### src/rtl/store_buffer_if.sv
// Handshake and memory-port bundle for the store buffer.
// Core side drives stores and loads; buffer side drives status and memory writes.
interface store_buffer_if #(
    parameter int DEPTH  = 4,
    parameter int ADDR_W = 8
);
    localparam int CW = $clog2(DEPTH) + 1;

    logic              st_valid;
    logic [2:0]        st_func3;
    logic [ADDR_W-1:0] st_addr;
    logic [31:0]       st_data;
    logic              st_ready;

    logic              ld_valid;
    logic [2:0]        ld_func3;
    logic [ADDR_W-1:0] ld_addr;
    logic              ld_stall;

    logic              mem_write;
    logic [2:0]        mem_func3;
    logic [ADDR_W-1:0] mem_addr;
    logic [31:0]       mem_data;

    logic              sb_empty;
    logic [CW-1:0]     sb_count;

    modport master (
        output st_valid, st_func3, st_addr, st_data,
        output ld_valid, ld_func3, ld_addr,
        input  st_ready, ld_stall,
        input  mem_write, mem_func3, mem_addr, mem_data,
        input  sb_empty, sb_count
    );

    modport slave (
        input  st_valid, st_func3, st_addr, st_data,
        input  ld_valid, ld_func3, ld_addr,
        output st_ready, ld_stall,
        output mem_write, mem_func3, mem_addr, mem_data,
        output sb_empty, sb_count
    );
endinterface

### src/rtl/store_buffer.sv
// Posted-write FIFO between the store path and data memory with load-overlap stall.
// Define STORE_BYPASS_EN to write stores straight through when the buffer is empty.
module store_buffer #(
    parameter int DEPTH  = 4,
    parameter int ADDR_W = 8
) (
    input  logic           clk,
    input  logic           rst,
    store_buffer_if.slave  bus
);
    localparam int PW = $clog2(DEPTH);
    localparam int CW = PW + 1;
    localparam logic [CW-1:0] FULL  = CW'(DEPTH);
    localparam logic [CW-1:0] C_ONE = CW'(1);
    localparam logic [PW-1:0] P_ONE = PW'(1);

    logic [2:0]        e_func3 [DEPTH];
    logic [ADDR_W-1:0] e_addr  [DEPTH];
    logic [31:0]       e_data  [DEPTH];
    logic [DEPTH-1:0]  e_valid;

    logic [PW-1:0] head, tail;
    logic [CW-1:0] cnt;

    logic st_legal, port_free, drain, push, bypass, stall;
    logic [ADDR_W-1:0] ld_sz;

    function automatic logic [ADDR_W-1:0] st_size(input logic [2:0] f);
        case (f)
            3'b000:  st_size = ADDR_W'(1);
            3'b001:  st_size = ADDR_W'(2);
            default: st_size = ADDR_W'(4);
        endcase
    endfunction

    function automatic logic [ADDR_W-1:0] ld_size(input logic [2:0] f);
        case (f)
            3'b000, 3'b100: ld_size = ADDR_W'(1);
            3'b001, 3'b101: ld_size = ADDR_W'(2);
            default:        ld_size = ADDR_W'(4);
        endcase
    endfunction

    assign st_legal = (bus.st_func3 == 3'b000) ||
                      (bus.st_func3 == 3'b001) ||
                      (bus.st_func3 == 3'b010);

    assign ld_sz = ld_size(bus.ld_func3);

    // Spans overlap iff either start lies inside the other span (mod 2^ADDR_W).
    always_comb begin
        stall = 1'b0;
        for (int i = 0; i < DEPTH; i++) begin
            if (e_valid[i] && bus.ld_valid) begin
                if (((e_addr[i] - bus.ld_addr) < ld_sz) ||
                    ((bus.ld_addr - e_addr[i]) < st_size(e_func3[i])))
                    stall = 1'b1;
            end
        end
    end

    assign port_free = !bus.ld_valid || stall;
    assign drain     = (cnt != '0) && port_free;
    assign bus.st_ready = (cnt < FULL);

`ifdef STORE_BYPASS_EN
    assign bypass = (cnt == '0) && port_free && bus.st_valid && st_legal;
`else
    assign bypass = 1'b0;
`endif

    assign push = bus.st_valid && bus.st_ready && st_legal && !bypass;

    always_comb begin
        bus.mem_write = 1'b0;
        bus.mem_func3 = '0;
        bus.mem_addr  = '0;
        bus.mem_data  = '0;
        if (drain) begin
            bus.mem_write = 1'b1;
            bus.mem_func3 = e_func3[head];
            bus.mem_addr  = e_addr[head];
            bus.mem_data  = e_data[head];
        end else if (bypass) begin
            bus.mem_write = 1'b1;
            bus.mem_func3 = bus.st_func3;
            bus.mem_addr  = bus.st_addr;
            bus.mem_data  = bus.st_data;
        end
    end

    assign bus.ld_stall = stall;
    assign bus.sb_empty = (cnt == '0);
    assign bus.sb_count = cnt;

    always_ff @(posedge clk or negedge rst) begin
        if (!rst) begin
            head    <= '0;
            tail    <= '0;
            cnt     <= '0;
            e_valid <= '0;
        end else begin
            if (push) begin
                tail <= tail + P_ONE;
                e_valid[tail] <= 1'b1;
            end
            if (drain) begin
                head <= head + P_ONE;
                e_valid[head] <= 1'b0;
            end
            if (push && !drain)
                cnt <= cnt + C_ONE;
            else if (drain && !push)
                cnt <= cnt - C_ONE;
        end
    end

    // Payload needs no reset: valid bits gate every use.
    always_ff @(posedge clk) begin
        if (push) begin
            e_func3[tail] <= bus.st_func3;
            e_addr[tail]  <= bus.st_addr;
            e_data[tail]  <= bus.st_data;
        end
    end
endmodule

### src/flat_wrapper.sv
// flat-port wrapper written by rule: the top's interface ports become plain ports
module store_buffer_flat 
#(
    parameter int DEPTH  = 4,
    parameter int ADDR_W = 8
)
  (clk, rst, bus_st_valid, bus_st_func3, bus_st_addr, bus_st_data, bus_ld_valid, bus_ld_func3, bus_ld_addr, bus_st_ready, bus_ld_stall, bus_mem_write, bus_mem_func3, bus_mem_addr, bus_mem_data, bus_sb_empty, bus_sb_count);
  store_buffer_if #(.DEPTH(DEPTH), .ADDR_W(ADDR_W)) bus_i ();
  input  logic clk;
  input  logic rst;
  input wire logic [$bits(bus_i.st_valid)-1:0] bus_st_valid;
  input wire logic [$bits(bus_i.st_func3)-1:0] bus_st_func3;
  input wire logic [$bits(bus_i.st_addr)-1:0] bus_st_addr;
  input wire logic [$bits(bus_i.st_data)-1:0] bus_st_data;
  input wire logic [$bits(bus_i.ld_valid)-1:0] bus_ld_valid;
  input wire logic [$bits(bus_i.ld_func3)-1:0] bus_ld_func3;
  input wire logic [$bits(bus_i.ld_addr)-1:0] bus_ld_addr;
  output wire logic [$bits(bus_i.st_ready)-1:0] bus_st_ready;
  output wire logic [$bits(bus_i.ld_stall)-1:0] bus_ld_stall;
  output wire logic [$bits(bus_i.mem_write)-1:0] bus_mem_write;
  output wire logic [$bits(bus_i.mem_func3)-1:0] bus_mem_func3;
  output wire logic [$bits(bus_i.mem_addr)-1:0] bus_mem_addr;
  output wire logic [$bits(bus_i.mem_data)-1:0] bus_mem_data;
  output wire logic [$bits(bus_i.sb_empty)-1:0] bus_sb_empty;
  output wire logic [$bits(bus_i.sb_count)-1:0] bus_sb_count;
  assign bus_i.st_valid = bus_st_valid;
  assign bus_i.st_func3 = bus_st_func3;
  assign bus_i.st_addr = bus_st_addr;
  assign bus_i.st_data = bus_st_data;
  assign bus_i.ld_valid = bus_ld_valid;
  assign bus_i.ld_func3 = bus_ld_func3;
  assign bus_i.ld_addr = bus_ld_addr;
  assign bus_st_ready = bus_i.st_ready;
  assign bus_ld_stall = bus_i.ld_stall;
  assign bus_mem_write = bus_i.mem_write;
  assign bus_mem_func3 = bus_i.mem_func3;
  assign bus_mem_addr = bus_i.mem_addr;
  assign bus_mem_data = bus_i.mem_data;
  assign bus_sb_empty = bus_i.sb_empty;
  assign bus_sb_count = bus_i.sb_count;
  store_buffer #(.DEPTH(DEPTH), .ADDR_W(ADDR_W)) u_core (.clk(clk), .rst(rst), .bus(bus_i));
endmodule
### config.mk
export PLATFORM = sky130hd
export DESIGN_NAME = store_buffer_flat
export DESIGN_NICKNAME = d
export VERILOG_FILES = /design/src/rtl/store_buffer_if.sv /design/src/rtl/store_buffer.sv /design/src/flat_wrapper.sv
export SDC_FILE = /design/constraint.sdc
export NUM_CORES = 1
export LEC_CHECK = 0
export CORE_MARGIN = 2
export CORE_UTILIZATION = 58
export DETAILED_ROUTE_END_ITERATION = 8
export HOLD_SLACK_MARGIN = 0.1
export PLACE_DENSITY_LB_ADDON = 0.15
export SKIP_CTS_REPAIR_TIMING = 1
export SLEW_MARGIN = 20
export SYNTH_ARGS = -nofsm -noshare
export SYNTH_HDL_FRONTEND = slang
export SYNTH_SLANG_ARGS = --single-unit
### constraint.sdc
create_clock -name clk -period 5.72 [get_ports clk]
set_input_delay 1.144 -clock clk [delete_from_list [all_inputs] [get_ports clk]]
set_output_delay 1.144 -clock clk [all_outputs]
set_load 0.005 [all_outputs]
==> impl_metrics.yaml <==
status:
  outcome: "finished, final reports clean"
clock_tree:
  h-tree-depth: 4
  clk_pin_slew_ns: 0.07
  ctsLongestPathBuffers: 2
  cts_sinks: 183
  cts_root_buf: "clkbuf_16"
  clk_latency_ns: 0.43
  cts_buffers: 17
  cts_tree: "yes"
worst_setup_path:
  cp_slowest_cell: "fa_2"
  path_delay_family: "compound AO/OA/AOI/OAI gates"
  cp_max_fo: 23
  r2r-end: "u_core.bus.sb_count[1]"
  crit_buf_inv: 6
  r2r_slack_ns: 1.27
  crit_path_end_kind: "primary output"
  cp.required_ns: 4.58
  r2r_cells: 17
  crit_path_start_kind: "input pin"
  cp.arrival_ns: 4.48
  slowest_delay_ns: 0.52
  crit_path_cell_trace: "dlymetal6s2s_1 > inv_2 > ha_1 > inv_1 > fa_2 > ha_1 > a21o_1 > a221oi_2 > o211ai_1 > o32ai_2 > buf_4 > a21boi_1 > and4b_4 > buf_12 > nor3b_4 > dlymetal6s2s_1"
  crit_type: "input pin to primary output"
  r2r_start: "u_core.e_addr[2][0]"
route:
  drt-total-wl_mm: 25.7
  drt_iter0_markers: 394
  first_pass_iters: 5
  antenna_left: 0
  wl_per_cell_um: 21.6
  vias: 7134
  via_per_inst: 5.99
  drc: 0
floorplan:
  dieArea_mm2: 0.0192
  coreArea_mm2: 0.0179
  fp.dieW_um: 139
  io_pins: 108
  rows: 49
  die_y_um: 139
  initial_core_util_pct: 58.8
yosys:
  synth.largest_area_cell: "edfxtp_1"
  syn_area_mm2: 0.0105
  ys_async_sr_fraction_pct: 6.01
  syn_nets: 915
  ys_types: 59
  synth_edf_count: 172
  ys_seq_elements: 183
  synthTopCellsByArea: "edfxtp_1 (49%), ha_1 (9.6%), mux4_2 (9.2%), nor3b_2 (5.1%), dfrtp_1 (2.6%)"
  syn_avg_cell_area_um2: 13.7
  netlist_instances: 767
  ys.flop_type: "edfxtp_1"
  synth_top_area_share_pct: 49.1
  synth_warnings: 0
  ys_seq_area_share_pct: 51.7
timing:
  fin_skew_ns: 0.0124
  tightestPinTransition_ns: 1.08
  drv_slew: 0
  period_minus_slack_ns: 5.63
  max_freq_ghz: 0.178
  fin_crit_sh_pct: 98.4
  finalSetupViolCount: 0
  maxSlewHeadroom_pct: 27.8
  hold_violations: 0
finish:
  synthToLayoutAreaGrowth_pct: 26.5
  final_core_utilization_pct: 74.3
  layout_commonest_cell: "edfxtp_1"
  n_antenna_cell: 0
  stdcell_area_mm2: 0.0133
  layout_common_cells: "edfxtp_1 (172), buf_4 (92), ha_1 (75), clkdlybuf4s50_1 (60), inv_1 (56)"
  drive_above_1_share_pct: 27.3
  final_nets: 1097
place:
  portBuffers: 106
  place_congestion: 0.903
  dpl_cell_area_mm2: 0.0124
  hpwl_mm: 18.3
global_route:
  grt.total_usage_pct: 27.1
  grt_pass1_vias: 7518
  antenna_found_initial: 0
  grt_max_degree: 39
  overflow: 0
  grt_pass1_wl_mm: 40.2
power:
  p_per_area_mw_per_mm2: 333
  p_leak_nw: 5.58
  ir_worst_vdd_uv: 243
min_path:
  hold_path_depth: 1
  hp-class: "flip-flop to flip-flop"
  hold_end: "u_core.e_valid[3]"
  hold_path_startpoint: "u_core.e_valid[3]"
flow_run:
  max_cap_violations: 0
synth_stat cells (3+ instances only):
| master | number |
|---|---|
| edfxtp_1 | 172 |
| ha_1 | 81 |
| inv_1 | 60 |
| mux4_2 | 43 |
| nor3b_2 | 43 |
| nor2_1 | 39 |
| a21oi_1 | 35 |
| clkbuf_1 | 32 |
| nand2_1 | 26 |
| o21ai_0 | 26 |
| xnor2_1 | 22 |
| xor2_1 | 14 |
| a21o_1 | 13 |
| a211oi_1 | 12 |
| nor3_1 | 12 |
| dfrtp_1 | 11 |
| fa_1 | 9 |
| nor4_1 | 8 |
| o21ai_1 | 7 |
| or3_1 | 7 |
| buf_6 | 6 |
| nand2b_1 | 6 |
| and2_1 | 5 |
| nand4_1 | 5 |
| o211ai_1 | 5 |
| o221ai_1 | 5 |
| or2_2 | 5 |
| a21boi_0 | 4 |
| mux2i_1 | 4 |
| o2111ai_1 | 4 |
| o22a_1 | 4 |
| o311a_1 | 4 |
| or4b_1 | 4 |
| a31oi_1 | 3 |
logic make-up (layout without fill, tap and decap cells):
| group | count (synthesis) | after routing | share of synthesized area (%) |
|---|---|---|---|
| flip-flops | 183 | 183 | 51.7 |
| AND/OR/NAND/NOR | 171 | 171 | 11.3 |
| XOR/XNOR | 36 | 36 | 3.00 |
| AO/OA/AOI/OAI | 140 | 140 | 9.01 |
| adder cells (fa/ha/maj) | 90 | 90 | 11.3 |
| multiplexers | 48 | 48 | 9.70 |
| buffers and inverters | 99 | 294 | 3.96 |
cell type report:
| cell class | count | area (um^2) |
|---|---|---|
| clock buffer | 17 | 425 |
| fill | 1131 | 4590 |
| timing repair buffer | 202 | 1910 |
| inverter | 60 | 225 |
| sequential | 183 | 5440 |
| clock inverter | 15 | 201 |
| tap | 229 | 287 |
| multi-input combinational | 485 | 4820 |
worst reg2reg max path, stage by stage (launching register included):
cell      delay (ns)
edfxtp_1        0.44
ha_1            0.25
inv_1           0.08
fa_2            0.43
ha_1            0.29
a21o_1          0.22
a221oi_2        0.27
o211ai_1        0.15
o32ai_2         0.34
buf_4           0.20
a21boi_1        0.08
and4b_4         0.22
buf_6           0.17
or2_1           0.22
ha_1            0.22
inv_1           0.07
fa_1            0.42
mux2_2          0.28
per-layer routing:
layer | vias to the layer above | part of all wire, % | GRT usage [%]
met5 | - | 0 | 0
met1 | 3613 | 40 | 34.1
li1 | 3271 | - | -
met3 | 32 | 5.0 | 5.90
met2 | 218 | 52 | 47.1
met4 | 0 | 2.5 | 9.20
power breakdown:
part           internal (mW)  switching (mW)
clock network          0.634           0.564
registers               1.57           0.167
logic                  0.863           0.629
total                   3.07            1.36
through the flow:
step | cells | power [mW] | TNS [ns] | setup WS [ns] | hold WS, ns
after global placement | 1159 | 3.22 | -31.14 | -0.784 | 0.498
final | 1191 | 4.43 | 0 | 0.0936 | 0.521
after floorplan | 767 | 2.64 | 0 | 0.755 | 0.482
after global routing | 1191 | 4.63 | -0.000573 | -0.000573 | 0.553
after detailed placement | 1159 | 3.26 | -30.16 | -0.755 | 0.508
after CTS | 1191 | 4.47 | -31.98 | -0.792 | 0.523
sequential cells by signal, summed over array words and instances (netlist names):
name                 cells
u_core.bus.sb_count      3
u_core.e_func3          12
u_core.e_valid           4
u_core.tail              2
u_core.e_data          128
u_core.e_addr           32
u_core.head              2
worst max-delay path by stage:
stage / startpoint / to / slack (ns) / depth (start not counted)
3_3_place_gp: bus_ld_addr[0] / bus_mem_addr[7] / -0.78 / 16
3_5_place_dp: bus_ld_addr[0] / bus_mem_addr[7] / -0.76 / 16
4_1_cts: bus_ld_addr[0] / bus_mem_addr[7] / -0.79 / 16
2_1_floorplan: bus_ld_addr[0] / bus_mem_addr[0] / 0.76 / 15
6_report: bus_ld_addr[0] / bus_mem_addr[7] / 0.09 / 16
5_1_grt: bus_ld_addr[0] / bus_mem_addr[1] / -0.0006 / 16
(Power assumes the default switching activity.)
